### src/rtl/axi_chan_pkg.sv
// Shared channel definitions for the receive and transmit channel logic.
package axi_chan_pkg;

   // Channel handshake state, common to both channel directions.
   typedef enum logic [1:0] {
      RST     = 2'd0,
      EMPTY   = 2'd1,
      PARTIAL = 2'd2,
      FULL    = 2'd3
   } chan_state_t;

   // True when a channel in this state can take a beat from the transmitter.
   function automatic logic chan_can_accept(input chan_state_t st);
      return (st == EMPTY) || (st == PARTIAL);
   endfunction

endpackage : axi_chan_pkg

### src/rtl/rx_buffer.sv
// Receive storage: circular array with a tail write port and a head read port.
module rx_buffer
   import axi_chan_pkg::*;
#(
   parameter int unsigned WIDTH = 8,
   parameter int unsigned DEPTH = 4
) (
   input  logic             clk,
   input  logic             rst,
   input  logic             wr_en,
   input  logic [WIDTH-1:0] wr_data,
   input  logic             rd_en,
   output logic [WIDTH-1:0] rd_data
);

   localparam int unsigned PTR_W = $clog2(DEPTH);

   logic [WIDTH-1:0] mem_q [DEPTH];
   logic [PTR_W-1:0] wr_ptr_q, wr_ptr_d;
   logic [PTR_W-1:0] rd_ptr_q, rd_ptr_d;

   // Pointer advance; DEPTH is a power of two so the natural wrap is modulo DEPTH.
   always_comb begin
      wr_ptr_d = wr_ptr_q;
      rd_ptr_d = rd_ptr_q;
      if (wr_en) wr_ptr_d = wr_ptr_q + PTR_W'(1);
      if (rd_en) rd_ptr_d = rd_ptr_q + PTR_W'(1);
   end

   // Pointer registers; reset returns both to slot zero.
   always_ff @(posedge clk) begin
      if (rst) begin
         wr_ptr_q <= '0;
         rd_ptr_q <= '0;
      end else begin
         wr_ptr_q <= wr_ptr_d;
         rd_ptr_q <= rd_ptr_d;
      end
   end

   // Storage write; contents are deliberately left untouched by reset.
   always_ff @(posedge clk) begin
      if (wr_en) mem_q[wr_ptr_q] <= wr_data;
   end

   assign rd_data = mem_q[rd_ptr_q];

endmodule : rx_buffer

### src/rtl/rx_channel.sv
// Receive channel: VALID/READY bus handshake into a buffer drained by a local consumer.
module rx_channel
   import axi_chan_pkg::*;
#(
   parameter int unsigned WIDTH = 8,
   parameter int unsigned DEPTH = 4
) (
   input  logic                         ACLK,
   input  logic                         ARESET,
   input  logic                         VALID,
   input  logic [WIDTH-1:0]             xDATA,
   output logic                         READY,
   output logic [WIDTH-1:0]             rx_data,
   output logic                         rx_valid,
   input  logic                         rx_en,
   output logic [$clog2(DEPTH+1)-1:0]   rx_count
);

   localparam int unsigned CNT_W = $clog2(DEPTH + 1);

   chan_state_t       state_q, state_d;
   logic [CNT_W-1:0]  count_q, count_d;
   logic              ready_q, ready_d;
   logic              valid_q, valid_d;
   logic              push_c;
   logic              pop_c;

   // Handshakes use only registered READY/rx_valid; reset suppresses both.
   assign push_c = VALID && ready_q && !ARESET;
   assign pop_c  = valid_q && rx_en && !ARESET;

   // Next state, occupancy and the registered READY/rx_valid they imply.
   always_comb begin
      state_d = state_q;
      count_d = count_q;
      unique case (state_q)
         RST: begin
            state_d = EMPTY;
            count_d = '0;
         end
         EMPTY: begin
            if (push_c) begin
               state_d = PARTIAL;
               count_d = CNT_W'(1);
            end
         end
         PARTIAL: begin
            if (push_c && !pop_c) begin
               count_d = count_q + CNT_W'(1);
               if (count_q == CNT_W'(DEPTH - 1)) state_d = FULL;
            end else if (pop_c && !push_c) begin
               count_d = count_q - CNT_W'(1);
               if (count_q == CNT_W'(1)) state_d = EMPTY;
            end
         end
         FULL: begin
            if (pop_c) begin
               state_d = PARTIAL;
               count_d = CNT_W'(DEPTH - 1);
            end
         end
         default: begin
            state_d = RST;
            count_d = '0;
         end
      endcase
      if (ARESET) begin
         state_d = RST;
         count_d = '0;
      end
      ready_d = chan_can_accept(state_d);
      valid_d = (count_d != '0);
   end

   // State, occupancy and handshake output registers.
   always_ff @(posedge ACLK) begin
      if (ARESET) begin
         state_q <= RST;
         count_q <= '0;
         ready_q <= 1'b0;
         valid_q <= 1'b0;
      end else begin
         state_q <= state_d;
         count_q <= count_d;
         ready_q <= ready_d;
         valid_q <= valid_d;
      end
   end

   rx_buffer #(
      .WIDTH (WIDTH),
      .DEPTH (DEPTH)
   ) u_rx_buffer (
      .clk     (ACLK),
      .rst     (ARESET),
      .wr_en   (push_c),
      .wr_data (xDATA),
      .rd_en   (pop_c),
      .rd_data (rx_data)
   );

   assign READY    = ready_q;
   assign rx_valid = valid_q;
   assign rx_count = count_q;

endmodule : rx_channel

### config.mk
export PLATFORM = sky130hd
export DESIGN_NAME = rx_channel
export DESIGN_NICKNAME = d
export VERILOG_FILES = /design/src/rtl/axi_chan_pkg.sv /design/src/rtl/rx_buffer.sv /design/src/rtl/rx_channel.sv
export SDC_FILE = /design/constraint.sdc
export NUM_CORES = 1
export LEC_CHECK = 0
export ABC_CLOCK_PERIOD_IN_PS = 4850
export CORE_UTILIZATION = 58
export DETAILED_ROUTE_END_ITERATION = 8
export GPL_TIMING_DRIVEN = 0
export PLACE_DENSITY = 0.83
export SETUP_SLACK_MARGIN = 0.3
export SLEW_MARGIN = 20
export SYNTH_ARGS = -nofsm -noshare
export SYNTH_HDL_FRONTEND = slang
export SYNTH_SLANG_ARGS = --single-unit
### constraint.sdc
create_clock -name ACLK -period 4.85 [get_ports ACLK]
set_input_delay 1.455 -clock ACLK [delete_from_list [all_inputs] [get_ports ACLK]]
set_output_delay 1.455 -clock ACLK [all_outputs]
set_load 0.01 [all_outputs]
# Word-level counts from Yosys, hierarchy flattened
# Memories as Yosys holds them, arrays and structs flattened. A register that Yosys moved wholly into a read port is not among the register bits.
# Index checks and enable logic that the tools add are counted.
# totals
ff_bits,11
ram_bits,32
input_bits,12
output_inout_bits,13
word_cells,48
mem_count,1
# memory_table
name,words,word_bits,read_ports,rd_ports_with_merged_regs,wr,line_no,source
u_rx_buffer.mem_q,4,8,1,1,1,rx_buffer.sv:18,logic [WIDTH-1:0] mem_q [DEPTH];
# op_classes
add_sub_neg,4
n_eq_ne,7
n_mux,18
n_reduce_logical,12
# op_table
op,n
$mux W2,9
$mux W3,5
$pmux W3 S4,1
$pmux W2 S4,1
$eq A2 B2 Y1 const B,3
$logic_and A1 B1 Y1,6
$add A2 B1 Y2 const B,2
$eq A2 B1 Y1 const B,2
$add A3 B1 Y3 const B,1
$eq A3 B1 Y1 const B,1
$eq A3 B2 Y1 const B,1
$logic_not A1 Y1,3
$reduce_bool A3 Y1,1
$sub A3 B1 Y3 const B,1
$logic_not A2 Y1,1
$mux W1,2
$logic_or A1 B1 Y1,1

# Longest topological paths before layout
# depth
ltp_word,10
depth_mapped,6
ltp_nobuf,5

# Hierarchy
# From an unflattened synthesis, not the netlist that was laid out.
# unflattened
cells_unflattened,133
area_unflattened_um2,1921.8
# modules_own_cells
mod,instances,cells_per_inst,area_each_um2
rx_buffer,1,68,1425.1
rx_channel,1,65,496.7

# Least setup slack after synthesis
# No wires, ideal clock.
# synth_timing
kind,input -> register
startpoint,input port rx_en
endpoint,register valid_q (netlist: rx_valid)
setup_time_ns,0.127
arrival_ns,2.427
setup_slack_ns,2.296
path_stages,6
n_path_buf,1
path_cell_list,and2_4 > buf_6 > xnor2_2 > a21oi_1 > o221a_1 > or3_1
# synth_between
elab_chain_len,8
elab_cells_between_ends,11
cone_classes,mux (5); reduce/logical (6)
# synth_lines
item,line_no,source
"start, declared",rx_channel.sv:15,"input logic rx_en,"
$logic_and A1 B1 Y1 * (2 in a row),rx_channel.sv:30,assign pop_c = valid_q && rx_en && !ARESET;
$logic_and A1 B1 Y1 / $logic_not A1 Y1 (equally long branches),"rx_channel.sv:51, rx_channel.sv:48",
$mux W3 / $logic_and A1 B1 Y1 (equally long branches),"rx_channel.sv:51, rx_channel.sv:48",
$mux W3,rx_channel.sv:48,if (push_c && !pop_c) begin
$pmux W3 S4 *,rx_channel.sv:36,unique case (state_q)
$mux W3 *,rx_channel.sv:67,if (ARESET) begin
$reduce_bool A3 Y1 *,rx_channel.sv:72,valid_d = (count_d != '0);
"end signal, assigned",rx_channel.sv:86,valid_q <= valid_d;
"end, declared",rx_channel.sv:24,"logic valid_q, valid_d;"
# Mark *: on every way between the ends. The rest lies on a longest branch, timed or not.
# A chain may end at the register's enable or synchronous reset.

==> summary.txt <==
STA
  – Tmin final: around 3.5 ns
  – Final setup TNS: 0 ns
  – Fin. max-slew vios: 0
  – Unrepaired setup endpoints after global routing: false
  – Final setup fails: 0
  – Fin. Hold Viols: 0
  – Least-Margin Pin Slew: around 0.46 ns
  – Final Cycle Share: a little under three quarters
  – Worst hold slack: 0.5322 ns
  – Max frequency: around 290 MHz
  – Worst Skew: slightly above 0.009 ns
  – PnR worst setup slack: 1.378 ns
  – Max-slew headroom: between 60% and 70%

Place
  – Port Buffers: 24
  – Detailed Place HPWL: approximately 2.5 mm
  – Dpl ws: around 1.7 ns
  – Placed cell areas: 2218 sq um
  – Inst Count DP: roughly 200
  – GPL Wtd Cong: around 0.84

Routing
  – Drt pass-1 iters: 4
  – Wire length per cell: roughly 17 um
  – Remaining DRCs: 0
  – Vias/cell: roughly 5.7
  – Routed via count: around 1200
  – Final ANT Viol Nets: 0
  – Initial DRC count: 64
  – Final WL: 3.391 mm

Clock network
  – Sinks on Clock Net: 45
  – Root buf cell: clkbuf_4
  – Later-pin clock latency in the skew report: about 0.35 ns
  – Reg clk slew, reported paths: 0.13 ns
  – Hold-fix buffers at CTS: 0
  – Post-CTS sizing: 0
  – Post-CTS setup repair buffer count: 0
  – H-tree Lvls: 2
  – CTS Buf Count: 5
  – CTS tree: done
  – Clock Path Buffers: 2

Worst setup path
  – Slowest CP cell: mux4_2
  – FF-to-FF Start: rx_count[0]
  – Required time of the critical path: 3.39 ns
  – Buf+Inv Stages, Crit Path: 2
  – Crit path max-delay family: buffers and inverters
  – Setup slack, reg-to-reg: approximately 3.2 ns
  – Critical Path End: rx_data[2]
  – Crit Path Category: flop to primary output
  – RR Endpoint: rx_valid
  – Worst EP arrival: roughly 2 ns
  – CP Max Fanout: 8
  – Depth of the worst register-to-register path: 5
  – Levels on crit path: 3
  – Worst-path cell chain: buf_2, mux4_2, clkdlybuf4s50_1
  – CP startpoint kind: flop
  – Worst path max stage delay: approximately 0.57 ns
  – Crit path capture type: primary output

Synthesis
  – Synthesized Nets: ~150
  – Main flop type after synthesis: edfxtp_1
  – Area contributors post-synth: edfxtp_1, dfxtp_1, mux4_2
  – EDFF count, synth: 32
  – Post-synth cell types: 35
  – Gate Count Post-Synth: ~130
  – Cell Area, Synth: roughly 1900 sq um
  – Post-synth top area cell: edfxtp_1
  – Post-synthesis register bit count: between 40 and 50
  – Avg Cell Area, Syn: 14.91 sq um
  – Synth warn: 0
  – Yosys top cell area share: between 40% and 50%
  – Post-synthesis sequential area ratio: between 60% and 70%
  – Async SR Flop Fraction: 0%

Pwr
  – P_leak: roughly 0.82 nW
  – Sequential share of power: 55.7%
  – Internal power: a little over 0.6 mW
  – Pwr Total: approximately 0.76 mW
  – Comb pwr share: ~7.0%
  – Worst IR Drop VDD: about 0.23 mV
  – Power Dens Cells: about 330 nW/um^2
  – Clock share of power: between 30% and 40%
  – Sw Share: just under 20%
  – P_sw: 0.1488 mW

Hold path
  – Hold Path Class: flop to flop

Floorplanning
  – Row count: 20
  – Area of the die: 3550 sq um
  – Initial Util: approximately three fifths
  – Core Box Area: 3103 sq um
  – Die H: between 50 and 60 um
  – Die W: approximately 60 um
  – I/O Pins: 25

Global route
  – Total grt overflow: 0
  – Vias in the first global route: 1160
  – Total track usage: between 20 and 25%
  – Largest net degree at the start of global routing: 16
  – First-pass GRT wire length: ~5.5 mm
  – Initial antenna violation count: 0

Finish
  – Most common cell after layout, fill and taps aside: edfxtp_1
  – Non-filler cells, final: roughly 200
  – Fin nets: 180
  – Area grow syn2layout: 20.88%
  – Layout cell share with drive strength beyond 1: 19.88%
  – Final core utilization: 74.92%
  – Post-Layout Inst Area: roughly 2300 sq um
  – Ant. Diodes: 0
  – Most frequent cells in the layout: edfxtp_1, clkdlybuf4s50_1, dfxtp_1

Run
  – Maxcap violations: 0

Outcome
  – Status: finished clean
[worst min-delay path, delay by kind of cell (launching register included)]
family          cells  cell delay [ns]
compound gates      1             0.06
flops               1             0.37
simple gates        1             0.07
[state kept, by name, indices dropped and copies added, names as in the netlist, named ones only]
name,cells
rx_valid,1
u_rx_buffer.wr_ptr_q,2
u_rx_buffer.mem_q,32
READY,1
rx_count,3
state_q,2
u_rx_buffer.rd_ptr_q,2
[power by group through the flow]
| stage | Combinational, mW | Clock [mW] | Sequential [mW] |
|---|---|---|---|
| after floorplan | 0.0278 | 0 | 0.430 |
| after global placement | 0.0503 | 0 | 0.429 |
| after detailed placement | 0.0528 | 0 | 0.430 |
| after CTS | 0.0533 | 0.285 | 0.421 |
| after global routing | 0.0589 | 0.303 | 0.422 |
| final | 0.0532 | 0.282 | 0.421 |
[worst min-delay path by stage]
stage                                 start                      end  slack [ns]  cells past startpoint
detailed placement  u_rx_buffer.wr_ptr_q[1]  u_rx_buffer.wr_ptr_q[1]        0.52                      2
floorplan           u_rx_buffer.wr_ptr_q[1]  u_rx_buffer.wr_ptr_q[1]        0.47                      2
finish              u_rx_buffer.wr_ptr_q[1]  u_rx_buffer.wr_ptr_q[1]        0.53                      2
CTS                 u_rx_buffer.wr_ptr_q[1]  u_rx_buffer.wr_ptr_q[1]        0.53                      2
global route        u_rx_buffer.wr_ptr_q[1]  u_rx_buffer.wr_ptr_q[1]        0.56                      2
global placement    u_rx_buffer.wr_ptr_q[1]  u_rx_buffer.wr_ptr_q[1]        0.48                      2
[area by class of cell]
class / instances / area (sq um)
flip-flops and latches: 45 / 1221
plain buffers: 7 / 46.29
fillers: 217 / 778.2
repair buffers: 24 / 240.2
multi-input cells: 71 / 633.1
clock inverters: 3 / 68.82
well taps: 44 / 55.05
inverters: 6 / 22.52
clock buffers: 5 / 37.54
[layer usage]
metal	track usage, %	up-vias	part of all wire, %
li1	-	549	-
met1	28.80	578	42
met2	36.60	36	51
met3	7.205	5	5.2
met4	6.645	0	1.1
met5	0	-	0
[cells in the mapped netlist, drive strengths merged, types with 2 or more instances]
library cell and n:
edfxtp 32, dfxtp 13, nor2 10, ha 8, mux4 8, nand2 8, a21oi 7, buf 7
inv 6, and3 4, o31ai 3, xnor2 3, a21o 2, a31oi 2, and2 2, nor3 2
[kinds of logic (layout without fill, tap and decap cells)]
logic type | Yosys count | count (layout) | share of synthesized area [%]
compound gates | 20 | 20 | 7.742
xor+xnor | 4 | 4 | 2.213
buf+inv | 13 | 45 | 3.578
mux | 8 | 8 | 9.369
simple gates | 31 | 31 | 8.394
flops | 45 | 45 | 63.50
fa+ha+maj | 8 | 8 | 5.205
(Power assumes the default switching activity.)
